[src/rtl/ram_arb_bridge_pkg.sv]
// Shared types and constants for the RAMHelper arbitration bridge.
// Response checking in the top is enabled by defining RAM_ARB_BRIDGE_CHECK_EN.
package ram_arb_bridge_pkg;

  typedef enum logic [1:0] {
    IDLE = 2'd0,
    WAIT = 2'd1,
    RESP = 2'd2
  } state_t;

  localparam logic [63:0] PC_START = 64'h8000_0000;

  // Access size encodings carried on ch_size_i (log2 of bytes)
  localparam logic [2:0] SIZE_B = 3'd0;
  localparam logic [2:0] SIZE_H = 3'd1;
  localparam logic [2:0] SIZE_W = 3'd2;
  localparam logic [2:0] SIZE_D = 3'd3;

  function automatic int bit_mask_w(input int byte_mask_w);
    return byte_mask_w * 8;
  endfunction

endpackage

[src/rtl/ram_arb_bridge_rr_arbiter.sv]
// Combinational round-robin arbiter: grants the first requester at or after ptr.
module rr_arbiter #(
  parameter int NCH = 2,
  parameter int IW  = (NCH > 1) ? $clog2(NCH) : 1
) (
  input  logic [NCH-1:0] req,
  input  logic [IW-1:0]  ptr,
  output logic [NCH-1:0] gnt,
  output logic [IW-1:0]  gnt_idx
);

  logic [IW-1:0] cand;
  logic          found;

  // Scan channels starting at ptr, wrapping modulo NCH
  always_comb begin
    gnt     = '0;
    gnt_idx = '0;
    cand    = '0;
    found   = 1'b0;
    for (int i = 0; i < NCH; i++) begin
      cand = IW'((32'(ptr) + 32'(i)) % 32'(NCH));
      if (!found && req[cand]) begin
        found       = 1'b1;
        gnt_idx     = cand;
        gnt[cand]   = 1'b1;
      end
    end
  end

endmodule

[src/rtl/ram_arb_bridge.sv]
// Arbitrates NCH core request channels onto the single-ported RAMHelper.
// Optional address/alignment checking is enabled by RAM_ARB_BRIDGE_CHECK_EN.
module ram_arb_bridge
  import ram_arb_bridge_pkg::*;
#(
  parameter int          NCH    = 2,
  parameter int          DATA_W = 64,
  parameter int          IDX_W  = 16,
  parameter logic [63:0] BASE   = PC_START,
  parameter int          LAT    = 1
) (
  input  logic                     clk,
  input  logic                     rst_n,
  input  logic [NCH-1:0]           ch_cen_i,
  input  logic [NCH-1:0]           ch_wen_i,
  input  logic [NCH*64-1:0]        ch_addr_i,
  input  logic [NCH*DATA_W-1:0]    ch_wdata_i,
  input  logic [NCH*(DATA_W/8)-1:0] ch_wmask_i,
  input  logic [NCH*3-1:0]         ch_size_i,
  output logic [NCH-1:0]           ch_ready_o,
  output logic [DATA_W-1:0]        ch_rdata_o,
  output logic [NCH-1:0]           ch_err_o,
  output logic                     ram_en_o,
  output logic                     ram_wen_o,
  output logic [IDX_W-1:0]         ram_idx_o,
  output logic [DATA_W-1:0]        ram_wdata_o,
  output logic [DATA_W-1:0]        ram_wmask_o,
  input  logic [DATA_W-1:0]        ram_rdata_i
);

  localparam int MW  = DATA_W / 8;
  localparam int BMW = bit_mask_w(MW);
  localparam int SH  = $clog2(MW);
  localparam int IW  = (NCH > 1) ? $clog2(NCH) : 1;

  state_t            state;
  logic [IW-1:0]     rr_ptr;
  logic [IW-1:0]     gnt_q;
  logic [3:0]        cnt;
  logic [NCH-1:0]    ready_q;
  logic [NCH-1:0]    err_q;
  logic              err_pend;
  logic [DATA_W-1:0] rdata_q;

  logic [NCH-1:0]    gnt_oh;
  logic [IW-1:0]     gnt_idx;
  logic [IW-1:0]     next_ptr;
  logic              any_req;
  logic              access;
  logic              acc_err;
  logic              sel_wen;
  logic [63:0]       sel_addr;
  logic [63:0]       offset;
  logic [DATA_W-1:0] sel_wdata;
  logic [MW-1:0]     sel_wmask;
  logic [BMW-1:0]    sel_bitmask;
  logic [2:0]        sel_size;
  logic              unused_bits;

  rr_arbiter #(.NCH(NCH), .IW(IW)) u_arb (
    .req     (ch_cen_i),
    .ptr     (rr_ptr),
    .gnt     (gnt_oh),
    .gnt_idx (gnt_idx)
  );

  // Pick the granted channel's request fields
  always_comb begin
    sel_wen   = 1'b0;
    sel_addr  = '0;
    sel_wdata = '0;
    sel_wmask = '0;
    sel_size  = '0;
    for (int c = 0; c < NCH; c++) begin
      if (IW'(c) == gnt_idx) begin
        sel_wen   = ch_wen_i[c];
        sel_addr  = ch_addr_i[c*64 +: 64];
        sel_wdata = ch_wdata_i[c*DATA_W +: DATA_W];
        sel_wmask = ch_wmask_i[c*MW +: MW];
        sel_size  = ch_size_i[c*3 +: 3];
      end
    end
  end

  always_comb begin
    sel_bitmask = '0;
    for (int i = 0; i < MW; i++) begin
      sel_bitmask[8*i +: 8] = {8{sel_wmask[i]}};
    end
  end

  assign offset   = sel_addr - BASE;
  assign any_req  = |ch_cen_i;
  assign access   = rst_n && (state == IDLE) && any_req;
  assign next_ptr = (gnt_idx == IW'(NCH - 1)) ? '0 : gnt_idx + 1'b1;

`ifdef RAM_ARB_BRIDGE_CHECK_EN
  logic [63:0] align_mask;

  // Below BASE, beyond the RAMHelper window, or not naturally aligned
  assign align_mask  = (64'd1 << sel_size) - 64'd1;
  assign acc_err     = (sel_addr < BASE) ||
                       ((offset >> (IDX_W + SH)) != 64'd0) ||
                       ((sel_addr & align_mask) != 64'd0);
  assign unused_bits = ^{offset[SH-1:0]};
`else
  assign acc_err     = 1'b0;
  assign unused_bits = ^{offset[SH-1:0], offset[63:IDX_W+SH], sel_size};
`endif

  assign ram_en_o    = access && !acc_err;
  assign ram_wen_o   = ram_en_o && sel_wen;
  assign ram_idx_o   = access ? offset[SH +: IDX_W] : '0;
  assign ram_wdata_o = access ? sel_wdata : '0;
  assign ram_wmask_o = access ? sel_bitmask : '0;

  assign ch_ready_o  = ready_q;
  assign ch_err_o    = err_q;
  assign ch_rdata_o  = rdata_q;

  // One RAM access per grant; ready/err are single-cycle pulses on entry to RESP
  always_ff @(posedge clk) begin
    if (!rst_n) begin
      state    <= IDLE;
      rr_ptr   <= '0;
      gnt_q    <= '0;
      cnt      <= '0;
      ready_q  <= '0;
      err_q    <= '0;
      err_pend <= 1'b0;
      rdata_q  <= '0;
    end else begin
      ready_q <= '0;
      err_q   <= '0;
      unique case (state)
        IDLE: begin
          if (any_req) begin
            gnt_q    <= gnt_idx;
            rr_ptr   <= next_ptr;
            err_pend <= acc_err;
            rdata_q  <= (sel_wen || acc_err) ? '0 : ram_rdata_i;
            if (LAT == 1) begin
              state   <= RESP;
              ready_q <= gnt_oh;
              err_q   <= acc_err ? gnt_oh : '0;
            end else begin
              state <= WAIT;
              cnt   <= 4'(LAT - 2);
            end
          end
        end
        WAIT: begin
          if (cnt == 4'd0) begin
            state   <= RESP;
            ready_q <= NCH'(1) << gnt_q;
            err_q   <= err_pend ? (NCH'(1) << gnt_q) : '0;
          end else begin
            cnt <= cnt - 4'd1;
          end
        end
        RESP: begin
          state <= IDLE;
        end
        default: begin
          state <= IDLE;
        end
      endcase
    end
  end

endmodule

[config.mk]
export PLATFORM = sky130hd
export DESIGN_NAME = ram_arb_bridge
export DESIGN_NICKNAME = d
export VERILOG_FILES = /design/src/rtl/ram_arb_bridge_pkg.sv /design/src/rtl/ram_arb_bridge_rr_arbiter.sv /design/src/rtl/ram_arb_bridge.sv
export SDC_FILE = /design/constraint.sdc
export NUM_CORES = 1
export LEC_CHECK = 0
export BUFFER_PORTS_ARGS = -buffer_cell sky130_fd_sc_hd__buf_2
export CAP_MARGIN = 25
export CORE_AREA = 4 4 216 218
export CTS_BUF_LIST = sky130_fd_sc_hd__clkbuf_2
export CTS_CLUSTER_DIAMETER = 50
export DETAILED_ROUTE_END_ITERATION = 8
export DIE_AREA = 0 0 220 222
export REMOVE_ABC_BUFFERS = 1
export SETUP_SLACK_MARGIN = 0.05
export SLEW_MARGIN = 20
export SYNTH_ARGS = -nofsm -noshare
export SYNTH_HDL_FRONTEND = slang
export SYNTH_SLANG_ARGS = --single-unit
[constraint.sdc]
create_clock -name clk -period 2.6 [get_ports clk]
set_clock_uncertainty 0.2 [all_clocks]
set_input_delay 0.39 -clock clk [delete_from_list [all_inputs] [get_ports clk]]
set_output_delay 0.39 -clock clk [all_outputs]
set_load 0.05 [all_outputs]
Word-level counts from Yosys, hierarchy flattened
Index checks and enable logic that the tools add are counted.
- register bits: 74
- bits in latches: 0
- memory bits (writable): 0
- memory bits (read-only): 0
- bits of input ports: 348
- output and inout bits: 214
- word-level logic and storage cells: 61
- memories kept: 0
- add/subtract/negate cells: 4
- multipliers: 0
- div/mod/pow operators: 0
- order comparisons: 4
- equality and inequality tests: 3
- shifts and indexed selects: 1
- multiplexer cells: 28
- bitwise operators: 2
- reduce and logical (&&, ||, !) cells: 13
- operators by type and width (cell ; number):
    64-bit 2-to-1 mux ; 4
    19-bit 2-to-1 mux ; 1
    19-bit by 1-bit subtractor with 19-bit output (second input constant) ; 1
    16-bit 2-to-1 mux ; 1
    2-bit 2-to-1 mux ; 6
    1-bit 2-to-1 mux ; 11
    8-bit 2-to-1 mux ; 1
    2-bit one-hot mux with 2 select lines ; 2
    1-bit logical AND ; 6
    2-bit AND reduction ; 3
    4-bit zero test ; 1
    1-bit by 2-bit < comparator with 1-bit output (second input constant) ; 2
    2-bit inequality test (second input constant) ; 2
    4-bit by 1-bit subtractor with 4-bit output (second input constant) ; 1
    1-bit adder (second input constant) ; 2
    1-bit demux with 1-bit select ; 2
    2-bit by 1-bit == test with 1-bit output (second input constant) ; 1
    1-bit greater-or-equal comparator (second input constant) ; 2
    2-bit zero test ; 1
    2-bit bitwise OR ; 1
    2-bit OR reduction ; 1
    1-bit by 1-bit << shifter with 2-bit output (first input constant) ; 1
    1-bit zero test ; 1
    1-bit NOT ; 1

Depth between registers and ports, before layout
- depth in word-level cells: 9
- gate-level depth with buffers: 7
- gate-level depth less buffers: 4

By module
From an unflattened synthesis, not the netlist that was laid out.
- cell total of the unflattened synthesis: 417
- area total of the unflattened synthesis: 3882.5 µm²
- by module, submodules not included (module ; times used ; cells an instance ; area each (µm²) ; sequential area each (µm²)):
    ram_arb_bridge ; 1 ; 413 ; 3852.4 ; 1361.3
    rr_arbiter ; 1 ; 4 ; 30.0 ; 0.0

Least setup slack after synthesis
OpenSTA, ideal clock, no wires.
- kind: input-to-output
- start point: input port rst_n
- end point: output port ram_wmask_o[10]
- arrival time: 2.489 ns
- data required time: 2.010 ns
- setup slack: -0.479 ns
- cell stages on the path: 6
- path buffers: 3
- path through: nand2b_1 or2_2 clkbuf_1 clkbuf_1 a21oi_1 buf_4
- cells in the longest elaborated chain, start to end: 3
- RTL lines (element ; line ; source):
    start, declared ; ram_arb_bridge.sv:13 ; input logic rst_n,
    1-bit logical AND (2 in series) ; ram_arb_bridge.sv:94 ; assign access = rst_n && (state == IDLE) && any_req;
    64-bit 2-to-1 mux ; ram_arb_bridge.sv:115 ; assign ram_wmask_o = access ? sel_bitmask : '0;
    end, declared ; ram_arb_bridge.sv:27 ; output logic [DATA_W-1:0] ram_wmask_o,
No other way between the ends.

Worst setup path in the final report
- start point: register state[1]
- end point: output port ram_wmask_o[24]
- cells in the longest elaborated chain, start to end: 4
- RTL lines (element ; line ; source):
    start, declared ; ram_arb_bridge.sv:36 ; state_t state;
    start signal, assigned ; ram_arb_bridge.sv:124 ; state <= IDLE;
    start signal, assigned ; ram_arb_bridge.sv:143 ; state <= RESP;
    start signal, assigned ; ram_arb_bridge.sv:147 ; state <= WAIT;
    2-bit zero test ; ram_arb_bridge.sv:94 ;
    1-bit logical AND (2 in series) ; ram_arb_bridge.sv:94 ;
    64-bit 2-to-1 mux ; ram_arb_bridge.sv:115 ;
No other way between the ends.

==> impl_metrics.tcl <==
set metrics [dict create \
    clkPwrFrac 0.146 \
    viasPerCell 4.22 \
    vdd_drop_max_mv 0.311 \
    gr-total-overflow 0 \
    insertion_delay_ns 0.61 \
    coreArea_um2 44900 \
    netlist_area_um2 5140 \
    portBuffers 457 \
    finalMaxSlewViolations 0 \
    area_growth_syn_to_layout_pct 129 \
    htree_levels 3 \
    antenna_found_initial 6 \
    run_status "complete, but fails checks" \
    worstPathArrival_ns 2.22 \
    critical_path_class "flop to primary output" \
    synth-seq-cells 68 \
    gp_congestion 0.843 \
    final_antenna_net_count 0 \
    worst_setup_path_end_kind "primary output" \
    switching_share 0.474 \
    dr.pass1.iters 5 \
    initial_core_util 0.114 \
    p_seq_frac 0.250 \
    cp-start-kind "flop" \
    layout_common_cells "buf_2 (310), nand3_1 (133), buf_12 (98), dlygate4sd3_1 (67), dfxtp_1 (66)" \
    grt_pass1_vias 7064 \
    slew_headroom 0.483 \
    tritoncts "built" \
    reg2reg_slack_ns 0.40 \
    final_common_cell "buf_2" \
    fin_crit_sh 1.08 \
    max_freq_ghz 0.356 \
    clock-sinks 68 \
    cts_root_buf "clkbuf_2" \
    dpl.cell_count 1624 \
    cts_buffer_depth 2 \
    violations "setup timing" \
    r2r_cells 5 \
    grt_max_degree 66 \
    finalSetupViolations 145 \
    num_rows 78 \
    cellLeakagePower_nw 5.03 \
    setup_ws_ns -0.213 \
    first_iter_violations 448 \
    postSynthCellCount 678 \
    grt_usage 0.129 \
    io_pins 562 \
    fin_cells 1752 \
    cts_buffers 9 \
    cts.clk_slew.worst_paths_ns 0.32 \
    p_comb_frac 0.603 \
    postSynthAreaPerCell_um2 7.58 \
    ys_types 26 \
    fill_cells 4627 \
    drive_gt1_frac 0.618 \
    die_h_um 222 \
    die_x_um 220 \
    critPathMaxFanout 8 \
    tightest_slew_ns 0.775 \
    grt_pass1_wl_mm 46.8 \
    period_minus_slack_ns 2.81 \
    p_int_mw 2.40 \
    hp-class "input pin to flop" \
    final.setup.tns_ns -17.44 \
    hold_path_depth 5 \
    cp.required_ns 2.01 \
    vias 7388 \
    rsz0062_at_grt "yes" \
    post_drt_wl_per_cell_um 21.0 \
    hpwlAfterDp_mm 22.8 \
    drt-total-wl_mm 36.8 \
    die_area_um2 48800 \
    power_density_nw_per_um2 387 \
    yosysWarnings 0 \
    hold_viol 0 \
    cap_violations 0 \
    nNetsFinal 1496 \
    drc_errors 0 \
    p_sw_mw 2.16 \
    ys_seq_area_frac 0.265 \
    p_total_mw 4.57 \
]
==> power groups by stage <==
| stage | combinational (mW) | sequential (mW) | clock (mW) |
|---|---|---|---|
| after floorplan | 0.911 | 1.38 | 0 |
| after global placement | 1.98 | 1.16 | 0 |
| after detailed placement | 1.99 | 1.16 | 0 |
| after CTS | 2.45 | 1.14 | 0.725 |
| after global routing | 2.85 | 1.15 | 0.764 |
| final | 2.75 | 1.14 | 0.668 |
==> layout make-up <==
type                       instances  area [um^2]  area share
multi-input combinational        410         3560       0.302
antenna                            1         2.50    0.000212
tap                              600          751      0.0637
clock inverter                     3         40.0     0.00340
inverter                          67          259      0.0220
timing repair buffer             592         5750       0.488
sequential                        68         1370       0.116
clock buffer                      11         55.1     0.00467
==> cells in the mapped netlist (all sizes together) <==
master / instances / area [um^2]
clkinv: 1 / 3.75
dfxtp: 68 / 1360
o31ai: 64 / 956
a21boi: 2 / 15.0
buf: 89 / 656
clkbuf: 46 / 173
o21a: 1 / 7.51
conb: 1 / 3.75
nand2b: 3 / 18.8
nor3: 1 / 5.00
and3: 1 / 6.26
a311o: 1 / 10.0
a21oi: 89 / 445
o21ai: 89 / 445
inv: 66 / 248
or2: 1 / 6.26
o21bai: 1 / 7.51
nor2b: 1 / 6.26
nor2: 1 / 3.75
nand3: 152 / 761
==> metal layers <==
metal / global-route usage / part of all wire / vias up
met3: 0.0318 / 0.088 / 82
met4: 0.0551 / 0.047 / 2
li1: - / - / 3262
met5: 0 / 0.00046 / -
met1: 0.154 / 0.39 / 3526
met2: 0.218 / 0.47 / 516
==> repair_timing <==
action,in CTS,in global routing
setup buffers,15,13
setup endpoints to repair,146,146
gates resized for setup,278,207
hold buffers,67,0
endpoints found under the hold margin,67,0
pin swaps,51,31
gates cloned,13,8
==> state kept, by name (all words and copies together) (netlist names) <==
| signal | cells |
|---|---|
| ch_ready_o | 2 |
| state | 1 |
| ch_rdata_o | 64 |
| rr_ptr | 1 |
==> worst max-delay path: stages (launching register included) <==
cell	delay (ns)
dfxtp_2	0.37
nand2b_4	0.13
or2_4	0.33
buf_16	0.19
a21oi_2	0.16
buf_6	0.19
buf_4	0.22
==> through the flow <==
step	hold WS, ns	util	area [um^2]	worst slack (ns)
finish	0.204	0.262	11800	-0.213
global route	0.129	0.262	11800	-0.376
CTS	0.0880	0.238	10700	-0.316
detailed placement	0.263	0.189	8480	0.102
global placement	0.257	0.189	8480	0.144
floorplan	0.264	-	4310	-6.53
==> final timing paths <==
kind | start | endpoint
setup / recovery | state[1]$_SDFFE_PN0P_ | ram_wmask_o[24]
hold / removal | ch_cen_i[1] | ch_rdata_o[31]$_SDFFE_PN0P_
setup reg to reg | rr_ptr$_SDFFE_PN0P_ | ch_rdata_o[57]$_SDFFE_PN0P_
hold reg to reg | ch_rdata_o[12]$_SDFFE_PN0P_ | ch_rdata_o[12]$_SDFFE_PN0P_
==> cells by family (layout without fill, tap and decap cells) <==
| group | Yosys count | count (layout) | synth area share |
|---|---|---|---|
| AND/OR/NAND/NOR | 160 | 161 | 0.157 |
| AO/OA/AOI/OAI | 247 | 247 | 0.367 |
| buffers and inverters | 202 | 673 | 0.210 |
| other | 1 | 3 | 0.000730 |
| flip-flops | 68 | 68 | 0.265 |
No activity file was read; power rests on OpenSTA's default activity.
